[src/rtl/i2c_mpu_responder.sv]
`default_nettype none
// +--------------------------------------------------------------------------+
// | Module   : i2c_mpu_responder                                             |
// | Brief    : I2C target emulating the MPU6050 registers the master reads.  |
// |            Optional clock stretching with macro I2C_CLK_STRETCH_EN.      |
// | Revision : 1.0 - initial release                                         |
// +--------------------------------------------------------------------------+
module i2c_mpu_responder #(
    parameter logic [6:0] DEV_ADDR    = 7'h68,
    parameter logic [7:0] WHO_AM_I    = 8'h68,
    parameter int         SYNC_STAGES = 2,
    parameter int         STRETCH_CYC = 16
) (
    input  logic        clk,
    input  logic        rst,
    input  logic        scl_i,
    input  logic        sda_i,
    output logic        sda_oe,
    output logic        scl_oe,
    input  logic [15:0] accel_x_i,
    input  logic [15:0] accel_y_i,
    input  logic [15:0] accel_z_i,
    output logic        busy,
    output logic        wr_strb,
    output logic [7:0]  wr_addr,
    output logic [7:0]  wr_data
);

    localparam logic [3:0] c_IDLE      = 4'd0;
    localparam logic [3:0] c_ADDR      = 4'd1;
    localparam logic [3:0] c_ADDR_ACK  = 4'd2;
    localparam logic [3:0] c_PTR       = 4'd3;
    localparam logic [3:0] c_PTR_ACK   = 4'd4;
    localparam logic [3:0] c_WDATA     = 4'd5;
    localparam logic [3:0] c_WDATA_ACK = 4'd6;
    localparam logic [3:0] c_RDATA     = 4'd7;
    localparam logic [3:0] c_RD_MACK   = 4'd8;
    localparam logic [3:0] c_IGNORE    = 4'd9;

    logic [SYNC_STAGES-1:0] r_scl_sync;
    logic [SYNC_STAGES-1:0] r_sda_sync;
    logic                   r_scl_d;
    logic                   r_sda_d;
    logic                   w_scl;
    logic                   w_sda;
    logic                   w_scl_rise;
    logic                   w_scl_fall;
    logic                   w_start;
    logic                   w_stop;

    logic [3:0]  r_state;
    logic [3:0]  w_state_nxt;
    logic [3:0]  r_bit_cnt;
    logic [7:0]  r_shift;
    logic [7:0]  r_tx;
    logic [7:0]  r_ptr;
    logic [7:0]  r_pwr;
    logic [15:0] r_sh_x;
    logic [15:0] r_sh_y;
    logic [15:0] r_sh_z;
    logic        r_mack_n;
    logic        r_busy;
    logic        r_sda_oe;
    logic        r_wr_strb;
    logic [7:0]  r_wr_addr;
    logic [7:0]  r_wr_data;

    logic        w_sda_oe_nxt;
    logic [7:0]  w_rd_byte;
    logic [7:0]  w_rx_byte;
    logic        w_addr_match;
    logic        w_rise8;
    logic        w_fall8;
    logic        w_fall9;

    assign w_scl      = r_scl_sync[SYNC_STAGES-1];
    assign w_sda      = r_sda_sync[SYNC_STAGES-1];
    assign w_scl_rise = w_scl & ~r_scl_d;
    assign w_scl_fall = ~w_scl & r_scl_d;
    assign w_start    = w_scl & r_scl_d & r_sda_d & ~w_sda;
    assign w_stop     = w_scl & r_scl_d & ~r_sda_d & w_sda;

    assign w_rx_byte    = {r_shift[6:0], w_sda};
    assign w_addr_match = (r_shift[7:1] == DEV_ADDR);
    assign w_rise8      = w_scl_rise && (r_bit_cnt == 4'd7);
    assign w_fall8      = w_scl_fall && (r_bit_cnt == 4'd8);
    assign w_fall9      = w_scl_fall && (r_bit_cnt == 4'd9);

    // State register
    always_ff @(posedge clk or negedge rst) begin
        if (!rst) begin
            r_state <= c_IDLE;
        end else begin
            r_state <= w_state_nxt;
        end
    end

    // Next-state logic; bus conditions override every state
    always_comb begin
        w_state_nxt = r_state;
        if (w_stop) begin
            w_state_nxt = c_IDLE;
        end else if (w_start) begin
            w_state_nxt = c_ADDR;
        end else begin
            case (r_state)
                c_ADDR:      if (w_fall8) w_state_nxt = w_addr_match ? c_ADDR_ACK : c_IGNORE;
                c_ADDR_ACK:  if (w_fall9) w_state_nxt = r_shift[0] ? c_RDATA : c_PTR;
                c_PTR:       if (w_fall8) w_state_nxt = c_PTR_ACK;
                c_PTR_ACK:   if (w_fall9) w_state_nxt = c_WDATA;
                c_WDATA:     if (w_fall8) w_state_nxt = c_WDATA_ACK;
                c_WDATA_ACK: if (w_fall9) w_state_nxt = c_WDATA;
                c_RDATA:     if (w_fall8) w_state_nxt = c_RD_MACK;
                c_RD_MACK:   if (w_fall9) w_state_nxt = r_mack_n ? c_IGNORE : c_RDATA;
                default:     w_state_nxt = r_state;
            endcase
        end
    end

    // Output logic: read mux and the next SDA drive value
    always_comb begin
        case (r_ptr)
            8'h3B:   w_rd_byte = r_sh_x[15:8];
            8'h3C:   w_rd_byte = r_sh_x[7:0];
            8'h3D:   w_rd_byte = r_sh_y[15:8];
            8'h3E:   w_rd_byte = r_sh_y[7:0];
            8'h3F:   w_rd_byte = r_sh_z[15:8];
            8'h40:   w_rd_byte = r_sh_z[7:0];
            8'h6B:   w_rd_byte = r_pwr;
            8'h75:   w_rd_byte = WHO_AM_I;
            default: w_rd_byte = 8'h00;
        endcase

        w_sda_oe_nxt = r_sda_oe;
        if (w_stop || w_start) begin
            w_sda_oe_nxt = 1'b0;
        end else begin
            case (r_state)
                c_ADDR:      if (w_fall8) w_sda_oe_nxt = w_addr_match;
                c_PTR,
                c_WDATA:     if (w_fall8) w_sda_oe_nxt = 1'b1;
                c_ADDR_ACK:  if (w_fall9) w_sda_oe_nxt = r_shift[0] & ~w_rd_byte[7];
                c_PTR_ACK,
                c_WDATA_ACK: if (w_fall9) w_sda_oe_nxt = 1'b0;
                c_RDATA: begin
                    if (w_fall8) begin
                        w_sda_oe_nxt = 1'b0;
                    end else if (w_scl_fall && (r_bit_cnt != 4'd0) && (r_bit_cnt < 4'd8)) begin
                        w_sda_oe_nxt = ~r_tx[6];
                    end
                end
                c_RD_MACK:   if (w_fall9) w_sda_oe_nxt = ~r_mack_n & ~w_rd_byte[7];
                default:     w_sda_oe_nxt = 1'b0;
            endcase
        end
    end

    // Datapath: synchronizers, bit counter, pointer, registers, outputs
    always_ff @(posedge clk or negedge rst) begin
        if (!rst) begin
            r_scl_sync <= '1;
            r_sda_sync <= '1;
            r_scl_d    <= 1'b1;
            r_sda_d    <= 1'b1;
            r_bit_cnt  <= 4'd0;
            r_shift    <= 8'h00;
            r_tx       <= 8'h00;
            r_ptr      <= 8'h00;
            r_pwr      <= 8'h40;
            r_sh_x     <= 16'h0000;
            r_sh_y     <= 16'h0000;
            r_sh_z     <= 16'h0000;
            r_mack_n   <= 1'b1;
            r_busy     <= 1'b0;
            r_sda_oe   <= 1'b0;
            r_wr_strb  <= 1'b0;
            r_wr_addr  <= 8'h00;
            r_wr_data  <= 8'h00;
        end else begin
            r_scl_sync <= {r_scl_sync[SYNC_STAGES-2:0], scl_i};
            r_sda_sync <= {r_sda_sync[SYNC_STAGES-2:0], sda_i};
            r_scl_d    <= w_scl;
            r_sda_d    <= w_sda;
            r_sda_oe   <= w_sda_oe_nxt;
            r_wr_strb  <= 1'b0;

            if (w_start || w_stop || w_fall9) begin
                r_bit_cnt <= 4'd0;
            end else if (w_scl_rise && (r_bit_cnt != 4'd9)) begin
                r_bit_cnt <= r_bit_cnt + 4'd1;
            end

            if (w_stop) begin
                r_busy <= 1'b0;
            end else if (!w_start) begin
                case (r_state)
                    c_ADDR: begin
                        if (w_scl_rise && (r_bit_cnt < 4'd8)) r_shift <= w_rx_byte;
                        if (w_fall8 && w_addr_match) begin
                            r_busy <= 1'b1;
                            // Snapshot all axes so a burst read sees one coherent sample
                            if (r_shift[0]) begin
                                r_sh_x <= accel_x_i;
                                r_sh_y <= accel_y_i;
                                r_sh_z <= accel_z_i;
                            end
                        end
                    end
                    c_PTR: begin
                        if (w_scl_rise && (r_bit_cnt < 4'd8)) r_shift <= w_rx_byte;
                        if (w_rise8) r_ptr <= w_rx_byte;
                    end
                    c_WDATA: begin
                        if (w_scl_rise && (r_bit_cnt < 4'd8)) r_shift <= w_rx_byte;
                        if (w_rise8) begin
                            r_wr_strb <= 1'b1;
                            r_wr_addr <= r_ptr;
                            r_wr_data <= w_rx_byte;
                            r_ptr     <= r_ptr + 8'd1;
                            if (r_ptr == 8'h6B) r_pwr <= w_rx_byte;
                        end
                    end
                    c_ADDR_ACK: begin
                        if (w_fall9 && r_shift[0]) r_tx <= w_rd_byte;
                    end
                    c_RDATA: begin
                        if (w_fall8) begin
                            r_ptr <= r_ptr + 8'd1;
                        end else if (w_scl_fall && (r_bit_cnt != 4'd0)) begin
                            r_tx <= {r_tx[6:0], 1'b0};
                        end
                    end
                    c_RD_MACK: begin
                        if (w_scl_rise) r_mack_n <= w_sda;
                        if (w_fall9 && !r_mack_n) r_tx <= w_rd_byte;
                    end
                    default: begin
                    end
                endcase
            end
        end
    end

    assign sda_oe  = r_sda_oe;
    assign busy    = r_busy;
    assign wr_strb = r_wr_strb;
    assign wr_addr = r_wr_addr;
    assign wr_data = r_wr_data;

`ifdef I2C_CLK_STRETCH_EN
    localparam int c_STR_W = $clog2(STRETCH_CYC + 1);

    logic               w_stretch_go;
    logic               r_scl_oe;
    logic [c_STR_W-1:0] r_str_cnt;

    // Stretch only after ACK bits that lead to another data byte
    assign w_stretch_go = w_fall9 &&
                          ((r_state == c_ADDR_ACK) || (r_state == c_PTR_ACK) ||
                           (r_state == c_WDATA_ACK) || ((r_state == c_RD_MACK) && !r_mack_n));

    always_ff @(posedge clk or negedge rst) begin
        if (!rst) begin
            r_scl_oe  <= 1'b0;
            r_str_cnt <= '0;
        end else if (w_start || w_stop) begin
            r_scl_oe  <= 1'b0;
            r_str_cnt <= '0;
        end else if (w_stretch_go) begin
            r_scl_oe  <= 1'b1;
            r_str_cnt <= c_STR_W'(STRETCH_CYC - 1);
        end else if (r_scl_oe) begin
            if (r_str_cnt == '0) begin
                r_scl_oe <= 1'b0;
            end else begin
                r_str_cnt <= r_str_cnt - 1'b1;
            end
        end
    end

    assign scl_oe = r_scl_oe;
`else
    assign scl_oe = 1'b0;
`endif

endmodule
`default_nettype wire

[config.mk]
export PLATFORM = sky130hd
export DESIGN_NAME = i2c_mpu_responder
export DESIGN_NICKNAME = d
export VERILOG_FILES = /design/src/rtl/i2c_mpu_responder.sv
export SDC_FILE = /design/constraint.sdc
export NUM_CORES = 1
export LEC_CHECK = 0
export ABC_CLOCK_PERIOD_IN_PS = 2650
export BUFFER_PORTS_ARGS = -buffer_cell sky130_fd_sc_hd__buf_2
export CORE_MARGIN = 4
export CORE_UTILIZATION = 58
export DETAILED_ROUTE_END_ITERATION = 16
export GPL_TIMING_DRIVEN = 0
export PLACE_DENSITY = 0.8
export REMOVE_ABC_BUFFERS = 1
export SLEW_MARGIN = 20
export SYNTH_ARGS = -nofsm -noshare
export SYNTH_HDL_FRONTEND = slang
export SYNTH_SLANG_ARGS = --single-unit
[constraint.sdc]
create_clock -name clk -period 2.65 [get_ports clk]
set_input_delay 0.53 -clock clk [delete_from_list [all_inputs] [get_ports clk]]
set_output_delay 0.53 -clock clk [all_outputs]
set_load 0.05 [all_outputs]
* After elaboration in Yosys (flattened, before gate mapping)
Cells that the tools add are included.
** Cells by class
- Reduce and logical (&&, ||, !) cells :: 33
- $add $sub $neg :: 2
- $lt $le $gt $ge :: 1
- Bitwise operators :: 18
- Equal/unequal tests :: 42
- Mux-type cells :: 42
** Operators by type and width (count)
- $pmux 8 s8 :: 1
- $mux 4 :: 13
- $eq 8x6->1 const B :: 5
- $ne 4x4->1 const B :: 8
- $mux 7 :: 4
- $pmux 4 s7 :: 1
- $eq 8x7->1 const B :: 3
- $mux 8 :: 3
- $pmux 8 s3 :: 1
- $pmux 7 s3 :: 1
- $eq 4x3->1 const B :: 5
- $mux 1 :: 16
- $ne 2x2->1 const B :: 7
- $eq 4x4->1 const B :: 3
- $ne 3x3->1 const B :: 4
- $reduce_and 4->1 :: 3
- $reduce_and 6->1 :: 2
- $logic_and 1x1->1 :: 10
- $reduce_and 5->1 :: 2
- $and 1x1->1 :: 9
- $not 1->1 :: 9
- $reduce_bool 9->1 :: 1
- $add 8x1->8 const B :: 1
- $eq 4x2->1 const B :: 2
- other kinds (19) :: 24
** Storage, ports and cells
- Bits in registers :: 113
- Output and inout port bits :: 20
- Logic and storage cells :: 157
- Input bits :: 52

* Longest topological paths before layout
- Depth in word-level cells :: 8
- Depth in mapped cells :: 9
- Depth with buffers taken out :: 8

* Least setup slack after synthesis
Ideal clock, no wire load.
- Path type :: reg2reg
- Start point :: reg r_bit_cnt[0]
- End point :: reg r_sh_x[10]
- Required time :: 2.525 ns
- Data arrival time :: 2.021 ns
- Setup slack :: 0.503 ns
- Stages on the path, launching flop included :: 10
- Period minus slack after synthesis :: 2.147 ns
- Buffers on the path :: 2
- Library setup time :: 0.125 ns
- Cells stage by stage :: dfrtp_1 inv_1 ha_1 nor2b_1 nand3_2 nor4_2 nand2_1 buf_6 buf_6 mux2_4
** On the way
- Word-level cells in the longest chain between the ends :: 4
** Ends and longest elaborated chain
- from (decl) :: RTL line 53 : logic [3:0] r_bit_cnt;
- from (signal assigned) :: RTL line 190 : r_bit_cnt <= r_bit_cnt + 4'd1;
- $eq 4x4->1 :: RTL line 86 : assign w_fall8 = w_scl_fall && (r_bit_cnt == 4'd8);
- $logic_and 1x1->1 :: RTL line 86
- $logic_and 1x1->1 :: RTL line 199 : if (w_fall8 && w_addr_match) begin
- $reduce_and 5->1 (no line)
- to (signal assigned) :: RTL line 203 : r_sh_x <= accel_x_i;
- to (decl) :: RTL line 58 : logic [15:0] r_sh_x;
No other way between the ends.
A chain may end at the register's enable or synchronous reset.

* Final worst setup path
- Start point :: reg r_ptr[0]
- End point :: reg r_tx[2]
** On the way
- Word-level cells in the longest chain between the ends :: 4
- Elaborated cells on any way between the ends :: 12
- Those cells by class :: eq/ne: 8; mux: 4
** Ends and longest elaborated chain
- from (decl) :: RTL line 56 : logic [7:0] r_ptr;
- from (signal assigned) :: RTL line 211 : if (w_rise8) r_ptr <= w_rx_byte;
- from (signal assigned) :: RTL line 219 : r_ptr <= r_ptr + 8'd1;
- from (signal assigned) :: RTL line 228 : r_ptr <= r_ptr + 8'd1;
- $eq 8x7->1 / $eq 8x6->1 (equally long branches) :: RTL line 122 : case (r_ptr)
- $pmux 8 s8 (*) :: RTL line 122
- $mux 7 (on tied branches) :: RTL line 235, 224
- $pmux 7 s3 (*) :: RTL line 196 : case (r_state)
- to (signal assigned) :: RTL line 224 : if (w_fall9 && r_shift[0]) r_tx <= w_rd_byte;
- to (signal assigned) :: RTL line 230 : r_tx <= {r_tx[6:0], 1'b0};
- to (signal assigned) :: RTL line 235 : if (w_fall9 && !r_mack_n) r_tx <= w_rd_byte;
- to (decl) :: RTL line 55 : logic [7:0] r_tx;
Every way passes the cells marked *; elsewhere a longest branch is shown, timed or not. The select of a mux whose other input is x is not followed.

==> metrics.md <==
| Metric | Value |
|---|---|
| Post-Place Cells | `651` |
| Clock Path Buffers | `2` |
| Final Util | `0.7156` |
| Fmax achieved | `416.4 MHz` |
| Routed len/inst | `19.12 um` |
| RePlAce Congestion | `0.8656` |
| CTS root buffer | `clkbuf_8` |
| Port-buffer cells | `70` |
| Slew HR | `0.4635` |
| Register area share after synthesis | `0.5104` |
| Via Count | `4217` |
| Yosys top cell by area | `dfrtp_1` |
| Die area | `11220 um^2` |
| Status | `finished, final reports clean` |
| Crit Path Class | `reg2reg` |
| Remaining Overflow, GRT | `0` |
| Bufs and invs on worst path | `1` |
| Slew Viols, Final | `0` |
| Nets@finish | `606` |
| ANT cells | `0` |
| CORE AREA | `9284 um^2` |
| Yosys top cell area share | `0.4725` |
| P_int | `0.003534 W` |
| Clk network pwr share | `0.466` |
| Seq cells post-synth | `113` |
| Starting Density | `0.5989` |
| Crit-path slowest cell | `or4b_1` |
| Via density | `6.120` |
| Cts bufs inserted | `17` |
| Main synth FF type | `dfrtp_1` |
| Post-synth top cells | `dfrtp_1, mux2_2, nand2_1` |
| Vias in the first global route | `4338` |
| Syn Area/Cell | `11.68 um^2` |
| Lkg Pwr | `3.061 nW` |
| Combinational share of power | `0.107` |
| Largest net degree at the start of global routing | `80` |
| CP startpoint kind | `register` |
| Die Wd | `105.9 um` |
| Final hold vios | `0` |
| Worst VDD drop | `503.2 uV` |
| Clock latency on the worst-skew pair | `0.52 ns` |
| WL final | `13180 um` |
| Worst EP required | `3.09 ns` |
| Post-synth design cell area | `5560 um^2` |
| Max_cap viols | `0` |
| Post-synth EDFFs | `0` |
| ANT nets after route | `0` |
| TritonCTS clock tree | `built` |
| DP Area | `5986 um^2` |
| Drt drc | `0` |
| Most frequent cell after synthesis | `dfrtp_1` |
| Slew @ Worst Pin | `0.8047 ns` |
| Worst-path cell chain | `inv_1 > ha_2 > or4b_1 > nor2_1 > a221oi_1 > a21oi_1 > a21oi_1 > o21ai_1` |
| Period Utilization, post-route | `0.9062` |
| Async SR Flop Fraction | `1.000` |
| Switching share of power | `0.2633` |
| TritonRoute pass-1 iters | `6` |
| Clock-pin transition on the worst setup and hold timing paths | `0.06 ns` |
| Max incr delay on CP | `0.49 ns` |
| Sink Count | `113` |
| Final Setup Violations | `0` |
| RSZ-0062 raised after global routing | `false` |
| Tot GR Track Use | `0.2471` |
| Initial antenna violation count | `0` |
| Initial drt markers | `227` |
| # rows | `35` |
| Worst hold path class | `in2reg` |
| Most frequent CP cell | `a21oi_1` |
| PD cells | `722.0 nW/um^2` |
| Place WS | `-0.1886 ns` |
| Gate count of the mapped netlist | `476` |
| Layout Skew | `0.008825 ns` |
| Crit path capture type | `register` |
| Synth warn | `0` |
| Power, Total | `0.004797 W` |
| H-tree levels | `4` |
| # IOs | `72` |
| Hpwl dp | `8874 um` |
| Synth area leaders | `dfrtp_1, mux2_2, mux2_4, dfstp_2, a21oi_1` |
| Sequential Power Share | `0.427` |
| Sw Pwr | `0.001263 W` |
| CP max FO | `11` |
| Fin worst setup slack | `0.2487 ns` |
| Family with the most delay on the worst path | `simple AND/OR/NAND/NOR gates` |
| Finished Layout Cells | `689` |
| Final Cell Area | `6644 um^2` |
| DIE HEIGHT | `105.9 um` |
| Layout cells sized above 1 | `0.3786` |
| Min Tclk post-route | `2.401 ns` |
| CP arrival | `2.84 ns` |
| First-pass GRT wire length | `21680 um` |
| Count of cell types in the netlist | `63` |
| Area grow syn2layout | `19.49%` |
==> cell families (layout without fill, tap and decap cells) <==
kind of cell               count (synthesis)  after routing  synth area share
xor gates and xnor gates                   5              5          0.007877
adders and majority gates                  7              7           0.01575
other                                      1              1         0.0006744
DFF                                      113            113            0.5104
muxes                                     86             86            0.1865
and+or+nand+nor                          117            118            0.1130
buffers and inverters                     36            119           0.03038
AOI/OAI and AO/OA                        111            111            0.1355
==> layout make-up <==
cell class / instances / area (um^2)
Sequential cell: 113 / 2838
Fill cell: 678 / 2640
Multi-Input combinational cell: 328 / 2597
Timing Repair Buffer: 76 / 424.2
Clock buffer: 19 / 421.7
Tap cell: 129 / 161.4
Clock inverter: 13 / 160.2
Inverter: 11 / 41.29
==> per-layer routing <==
metal  GRT usage  share of wire
met1      0.3175           0.42
met2      0.4057           0.49
met3     0.06193          0.068
met4     0.09343          0.020
met5           0              0
==> through the flow <==
stage | setup TNS (ns) | hold slack [ns]
after floorplan | -22.48 | 0.2344
after global placement | -72.61 | 0.3458
after detailed placement | -7.082 | 0.3475
after CTS | 0 | 0.08878
after global routing | 0 | 0.08543
final | 0 | 0.1068
==> placed cells by master (no fill, tap or decap), types with 7 or more instances in the layout <==
cell type,instances
inv_1,11
buf_2,69
a222oi_1,7
a21oi_1,28
dfstp_2,8
o21ai_0,16
o22ai_1,10
nor2_1,21
dfrtp_1,105
nand3_1,16
mux2_2,61
nand2_1,34
clkbuf_16,16
mux2_4,20
==> state kept, by name, summed over array words and instances (netlist names), 7 cells and up <==
register,cells
r_tx,7
r_sh_x,16
r_shift,8
wr_addr,8
r_pwr,8
r_ptr,8
r_sh_y,16
wr_data,8
r_sh_z,16
==> final timing paths <==
check,to,start,depth (start not counted),slack [ns]
max,r_tx[2],r_ptr[0],8,0.25
min,r_sda_sync[0],sda_i,1,0.11
max reg2reg,r_tx[2],r_ptr[0],8,0.25
min reg2reg,r_sda_sync[1],r_sda_sync[0],0,0.36
max in group asynchronous,r_pwr[6],rst,3,1.48
min in group asynchronous,r_sh_x[12],rst,2,0.47
==> power by group through the flow <==
stage | Sequential, W | Clock (W) | Combinational (W)
after floorplan | 0.00200 | 0 | 0.000351
after global placement | 0.00206 | 0 | 0.000475
after detailed placement | 0.00206 | 0 | 0.000505
after CTS | 0.00204 | 0.00226 | 0.000513
after global routing | 0.00207 | 0.00235 | 0.000569
final | 0.00205 | 0.00224 | 0.000512
==> timing repair <==
action	4_1_cts	5_1_grt
hold buffers	1	0
pin swaps	1	2
resized for setup	2	2
hold endpoints to repair	27	0
gates cloned	0	1
endpoints found under the setup margin	56	52
setup buffers	2	2
No activity file was read; power rests on OpenSTA's default activity.
